<file path="config.mk">
export PLATFORM = sky130hd
export DESIGN_NAME = ms_counter_ctrl
export DESIGN_NICKNAME = d
export VERILOG_FILES = /design/src/rtl/ms_ctrl_pkg.sv /design/src/rtl/ms_tick_gen.sv /design/src/rtl/ms_counter_ctrl.sv
export SDC_FILE = /design/constraint.sdc
export NUM_CORES = 1
export LEC_CHECK = 0
export CAP_MARGIN = 20
export CORE_MARGIN = 2
export CORE_UTILIZATION = 50
export CTS_CLUSTER_DIAMETER = 40
export DETAILED_ROUTE_END_ITERATION = 12
export GPL_TIMING_DRIVEN = 0
export HOLD_SLACK_MARGIN = 0.05
export PLACE_DENSITY = 0.73
export SLEW_MARGIN = 40
export SYNTH_ARGS = -nofsm -noshare
export SYNTH_HDL_FRONTEND = slang
export SYNTH_HIERARCHICAL = 1
export SYNTH_SLANG_ARGS = --single-unit
</file>
<file path="constraint.sdc">
create_clock -name CLK -period 3.3 [get_ports CLK]
set_clock_uncertainty 0.05 [all_clocks]
set_input_delay 0.66 -clock CLK [delete_from_list [all_inputs] [get_ports CLK]]
set_output_delay 0.66 -clock CLK [all_outputs]
set_load 0.02 [all_outputs]
</file>
<file path="src/rtl/ms_ctrl_pkg.sv">
// Shared state encoding and default timing constants for the ms counter run controller.
package ms_ctrl_pkg;

  typedef enum logic [2:0] {
    ST_IDLE,
    ST_RUN,
    ST_LAP,
    ST_PAUSE,
    ST_DONE
  } state_t;

  localparam int DEF_TICK_DIV = 100000;
  localparam int DEF_MAX_MS   = 59999;

endpackage

</file>
<file path="src/rtl/ms_tick_gen.sv">
// Prescaler that divides CLK down to a 1 ms tick; holds its count while run is low.
module ms_tick_gen
  import ms_ctrl_pkg::*;
#(
  parameter int TICK_DIV = DEF_TICK_DIV,
  parameter int PS_W     = $clog2(TICK_DIV)
) (
  input  logic CLK,
  input  logic RST,
  input  logic run,
  input  logic zero,
  output logic tick
);

  localparam logic [PS_W-1:0] PS_LAST = PS_W'(TICK_DIV - 1);

  logic [PS_W-1:0] ps;

  assign tick = run && (ps == PS_LAST);

  // Holding while not running keeps the partial millisecond across a pause.
  always_ff @(posedge CLK) begin
    if (RST || zero) begin
      ps <= '0;
    end else if (run) begin
      ps <= tick ? '0 : ps + PS_W'(1);
    end
  end

endmodule

</file>
<file path="src/rtl/ms_counter_ctrl.sv">
// Run controller for the cascaded ms counter chain: start/stop/lap/clear sequencing,
// 1 ms enable pulses, elapsed tracking and stop-at-limit.
module ms_counter_ctrl
  import ms_ctrl_pkg::*;
#(
  parameter int TICK_DIV = DEF_TICK_DIV,
  parameter int MAX_MS   = DEF_MAX_MS,
  parameter int PS_W     = $clog2(TICK_DIV),
  parameter int EL_W     = $clog2(MAX_MS + 1)
) (
  input  logic            CLK,
  input  logic            RST,
  input  logic            btn_start_stop,
  input  logic            btn_clear,
  input  logic            btn_lap,
  output logic            cnt_en,
  output logic            cnt_clr,
  output logic            lap_hold,
  output logic            running,
  output logic            overflow,
  output logic [EL_W-1:0] elapsed
);

  localparam logic [EL_W-1:0] EL_LAST = EL_W'(MAX_MS - 1);

  state_t state;
  state_t nxt;
  logic   run;
  logic   tick;

  assign run = (state == ST_RUN) || (state == ST_LAP);

  ms_tick_gen #(
    .TICK_DIV (TICK_DIV),
    .PS_W     (PS_W)
  ) u_tick (
    .CLK  (CLK),
    .RST  (RST),
    .run  (run),
    .zero (btn_clear),
    .tick (tick)
  );

  // Clear is handled in the register block; start_stop outranks lap here.
  always_comb begin
    nxt = state;
    unique case (state)
      ST_IDLE:  if (btn_start_stop) nxt = ST_RUN;
      ST_RUN:   if (btn_start_stop) nxt = ST_PAUSE;
                else if (btn_lap)   nxt = ST_LAP;
      ST_LAP:   if (btn_start_stop) nxt = ST_PAUSE;
                else if (btn_lap)   nxt = ST_RUN;
      ST_PAUSE: if (btn_start_stop) nxt = ST_RUN;
      ST_DONE:  nxt = ST_DONE;
      default:  nxt = ST_IDLE;
    endcase
    // The limit tick is still issued, but the run ends on the same edge.
    if (tick && (elapsed == EL_LAST)) nxt = ST_DONE;
  end

  always_ff @(posedge CLK) begin
    if (RST) begin
      state    <= ST_IDLE;
      elapsed  <= '0;
      cnt_en   <= 1'b0;
      cnt_clr  <= 1'b0;
      lap_hold <= 1'b0;
      running  <= 1'b0;
      overflow <= 1'b0;
    end else if (btn_clear) begin
      state    <= ST_IDLE;
      elapsed  <= '0;
      cnt_en   <= 1'b0;
      cnt_clr  <= 1'b1;
      lap_hold <= 1'b0;
      running  <= 1'b0;
      overflow <= 1'b0;
    end else begin
      state    <= nxt;
      cnt_en   <= tick;
      cnt_clr  <= 1'b0;
      if (tick) elapsed <= elapsed + EL_W'(1);
      lap_hold <= (nxt == ST_LAP);
      running  <= (nxt == ST_RUN) || (nxt == ST_LAP);
      overflow <= (nxt == ST_DONE);
    end
  end

endmodule

</file>
Word-level counts from Yosys, hierarchy flattened

Cells that the tools add are included.
W data, S select, Z words.

Flip-flop bits (word level): 41
Output and inout bits: 21
Logic and storage cells: 36

Add/sub/neg operators: 2
Eq/ne operators: 9
Multiplexer cells: 9
Reductions and logical operators: 8

Operators by type and width:

| kind                    | count |
|---|---|
| $mux W3                 | 6 |
| $add A17 B1 Y17 const B | 1 |
| $eq A17 B17 Y1 const B  | 1 |
| $mux W17                | 1 |
| $add A16 B1 Y16 const B | 1 |
| $eq A16 B16 Y1 const B  | 1 |
| $pmux W3 S4             | 1 |
| $eq A3 B2 Y1 const B    | 3 |
| $eq A3 B1 Y1 const B    | 2 |
| $eq A3 B3 Y1 const B    | 2 |
| $reduce_or A2 Y1        | 2 |
| $logic_not A3 Y1        | 1 |
| $logic_or A1 B1 Y1      | 3 |
| $logic_and A1 B1 Y1     | 2 |
| $mux W1                 | 1 |

Longest topological paths before layout

Depth after elaboration: 7
Gate-level depth with buffers: 12

Modules after synthesis

The synthesis kept the hierarchy.

Modules (own cells, without submodules):

| module          | times used | cells an instance | area an instance (um2) | seq. area each (um2) |
|---|---|---|---|---|
| ms_counter_ctrl | 1          | 132               | 1208.7                 | 480.5 |
| ms_tick_gen     | 1          | 95                | 838.3                  | 340.3 |

Worst setup path after synthesis

OpenSTA, ideal clock, no wires.

Kind: register -> register
Start: register state[1]
End: register elapsed[14]
Arrival: 2.361 ns
Required time: 3.178 ns
Path slack: 0.817 ns
Stages on the path, launching flop included: 13
Buffers on the path: 4
Cell sequence: dfxtp_1 > clkbuf_1 > xnor2_1 > nor2_1 > buf_2 > and4_1 > nand4_1 > nor2_1 > buf_4 > nand4_4 > buf_6 > nor4_1 > mux2i_1

Cells in the longest elaborated chain, start to end: 3

RTL lines:

| item                                                | line                  | RTL |
|---|---|---|
| start, declared                                     | ms_counter_ctrl.sv:26 | `state_t state;` |
| start signal, assigned                              | ms_counter_ctrl.sv:79 | `state <= nxt;` |
| $eq A3 B1 Y1 / $eq A3 B2 Y1 (equally long branches) | ms_counter_ctrl.sv:31 | `assign run = (state == ST_RUN) \|\| (state == ST_LAP);` |
| $logic_or A1 B1 Y1 (*)                              | ms_counter_ctrl.sv:31 |  |
| net run                                             | ms_counter_ctrl.sv:28 | `logic run;` |
| $logic_and A1 B1 Y1 (*)                             | ms_tick_gen.sv:19     | `assign tick = run && (ps == PS_LAST);` |
| net tick                                            | ms_counter_ctrl.sv:29 | `logic tick;` |
| end signal, assigned                                | ms_counter_ctrl.sv:82 | `if (tick) elapsed <= elapsed + EL_W'(1);` |
| end, declared                                       | ms_counter_ctrl.sv:21 | `output logic [EL_W-1:0] elapsed` |

The timed path passes the listed nets; every way through them passes the cells marked *.
A chain may end at the register's enable or synchronous reset.

Final worst setup path

Start: register state[1]
End: register elapsed[15]

Same word-level chain as after synthesis.

==> summary.txt <==
Finish
  – Layout cells sized above 1: 10.47%
  – Final Cell Area: 0.002454 mm²
  – Area grow syn2layout: 19.87%
  – Final #Nets: 266
  – Antenna cells: 0
  – Post-route insts no fill: 308

Clock network
  – H-tree depth: 2
  – CTS Hold Bufs: 0
  – TritonCTS Sinks: 41
  – Max Buffers Root-to-Sink: 2
  – Worst-path clk slew: 0.07 ns
  – CTS Buf Count: 5
  – Worst-Skew Late Latency: 0.29 ns
  – Clk root buf: clkbuf_8
  – Post-CTS Setup Inserts: 0
  – CTS tree: done
  – Post-CTS Resized: 0

Floorplanning
  – Die Ht: 67.99 µm
  – Row count: 23
  – Die W: 67.99 µm
  – Core area: 0.003971 mm²
  – Initial Util: 51.54%
  – Die area: 0.004622 mm²
  – Num ports: 26

Placed design
  – Count of buffers from port buffering: 24
  – Placed cell count: 301
  – HPWL after detailed placement: 2916 µm
  – RePlAce Congestion: 0.8739
  – Post-DP Area: 0.002350 mm²

Power and ir drop
  – VDD IR max: 0.1679 mV
  – Power Density: 379.6 mW/mm²
  – Pleak: 0.7686 nW
  – Power, Total: 0.9315 mW

STA
  – Period utilization: 87.59%
  – Fmax: 0.3460 GHz
  – Setup TNS: 0 ns
  – RSZ-0062 raised after global routing: no
  – Worst hold slack: 0.4448 ns
  – Minimum clock period: 2.890 ns
  – Slew @ Worst Pin: 0.6963 ns
  – Final Max Tran Viols: 0
  – Slew HR: 53.41%
  – Final Setup Violations: 0
  – Final hold vios: 0

Critical path
  – Required time worst endpoint: 3.47 ns
  – Slowest-stage cell, CP: nor4_1
  – Worst EP arrival: 3.06 ns
  – Crit-path max cell delay: 0.38 ns
  – Most used cell, CP: nor2_1
  – WS Path Type: flip-flop to flip-flop
  – Worst path bufs/invs: 4
  – Crit-path cells: clkbuf_1 > xnor2_1 > nor2_1 > buf_2 > and4_1 > nand4_1 > nor2_1 > buf_4 > nand4_4 > buf_6 > nor4_1 > mux2i_1
  – CP Max Fanout: 10
  – Startpoint types: flip-flop
  – Family with the most delay on the worst path: simple AND/OR/NAND/NOR gates
  – Worst setup EP type: flip-flop

Drt
  – Overall routed net length: 4273 µm
  – Antenna viol nets, final: 0
  – WL per Instance: 13.87 µm
  – DR vias/cell: 5.838
  – Initial drt markers: 124
  – Post-route DRC: 0
  – Vias: 1798
  – DR pass1 iterations: 4

Global routing
  – Total track usage: 20.39%
  – Vias in the first global route: 1643
  – Initial antenna violation count: 0
  – Total gr overflow: 0
  – First-pass GRT wire length: 7217 µm
  – Largest net degree at the start of global routing: 13

Logic synthesis
  – Syn Nets: 235
  – Syn Area/Cell: 9.017 µm²
  – Post-synth EDFFs: 0
  – Seq/Total Area, Yosys: 40.10%
  – Share of async-settable or async-resettable flops after synthesis: 0%
  – Yosys synthesis warning count: 6
  – Seq cells post-synth: 41
  – Mapped cell area: 0.002047 mm²
  – Dominant synthesized flop cell: dfxtp_1
  – Cell variety after synth: 48
  – Cells after synthesis: 227

Job
  – Number of max-cap violations: 0

Run status
  – Status: complete, no violations

Min path
  – Worst Hold Class: flip-flop to flip-flop
[registers in the layout (all words and copies together) (netlist names)]
| signal | cells |
|---|---|
| u_tick/ps | 17 |
| lap_hold | 1 |
| overflow | 1 |
| cnt_clr | 1 |
| running | 1 |
| elapsed | 16 |
| state | 3 |
| cnt_en | 1 |
[synth_stat cells, types with 5 or more instances]
cell type	instances	area, µm²
xnor2_1	13	113.9
nand4_1	12	75.07
nor3_1	5	25.02
buf_2	5	25.02
a21oi_1	6	30.03
xor2_1	7	61.31
mux2i_1	5	50.05
nor2_1	26	97.59
nor4_1	14	87.58
o31ai_1	5	37.54
nand2_1	16	60.06
or3_1	7	43.79
nand3_1	5	25.02
inv_1	6	22.52
dfxtp_1	41	820.8
[worst register-to-register path, stage by stage, from the launching register on]
cell      delay [ns]
dfxtp_1         0.31
clkbuf_1        0.34
xnor2_1         0.13
nor2_1          0.09
buf_2           0.18
and4_1          0.23
nand4_1         0.21
nor2_1          0.16
buf_4           0.18
nand4_4         0.17
buf_6           0.19
nor4_1          0.38
mux2i_1         0.22
[metal layers]
| metal | share of wire, % | vias up | GRT usage (%) |
|---|---|---|---|
| met5 | 0 | - | 0 |
| met2 | 47 | 53 | 33.50 |
| met1 | 47 | 848 | 25.46 |
| li1 | - | 890 | - |
| met3 | 4.7 | 7 | 6.908 |
| met4 | 1.1 | 0 | 5.500 |
[cell type report]
type / instances / area [µm²]
Clock buffer: 5 / 68.82
Timing Repair Buffer: 24 / 240.2
Clock inverter: 2 / 35.03
Inverter: 6 / 22.52
Multi-Input combinational cell: 170 / 1149
Fill cell: 356 / 1518
Tap cell: 50 / 62.56
Buffer: 10 / 55.05
Sequential cell: 41 / 820.8
[final timing paths]
path	start	end	slack [ns]	depth (start not counted)
max	state[1]$_SDFF_PP0_	elapsed[15]$_SDFFE_PP0P_	0.41	12
min reg2reg	elapsed[15]$_SDFFE_PP0P_	elapsed[15]$_SDFFE_PP0P_	0.44	2
min	elapsed[15]$_SDFFE_PP0P_	elapsed[15]$_SDFFE_PP0P_	0.44	2
max reg2reg	state[1]$_SDFF_PP0_	elapsed[15]$_SDFFE_PP0P_	0.41	12
[report_power, final]
group,switching [mW],internal (mW)
logic,0.0251,0.0178
clock network,0.171,0.220
registers,0.00130,0.497
total,0.197,0.735
[layout by cell type (no fill, tap or decap), types with 5 or more instances in the layout]
cell and count:
nor4_1 14, xor2_1 7, nor3_1 5, nand4_1 12
inv_1 6, xnor2_1 13, mux2i_1 5, nor2_1 26
nand2_1 16, dfxtp_1 41, clkbuf_8 5, o31ai_1 5
buf_2 5, or3_1 7, clkdlybuf4s50_1 24, nand3_1 5
a21oi_1 6
[stage by stage]
| step | worst slack (ns) | util [%] |
|---|---|---|
| final | 0.4097 | 61.78 |
| after global routing | 0.06180 | 61.78 |
| after CTS | 0.3941 | 61.78 |
| after detailed placement | 0.4369 | 59.17 |
| after global placement | 0.3957 | 59.17 |
| after floorplan | 0.8174 | - |
[kinds of logic (layout without fill, tap and decap cells)]
kind of cell	after synthesis	count (layout)	share of synthesized area, %
AO/OA/AOI/OAI	28	28	9.536
XOR/XNOR	20	20	8.558
adder cells (fa/ha/maj)	3	3	1.834
buffers and inverters	16	47	3.790
flip-flops	41	41	40.10
multiplexers	6	6	2.995
AND/OR/NAND/NOR	113	113	33.19
(Power assumes the default switching activity.)
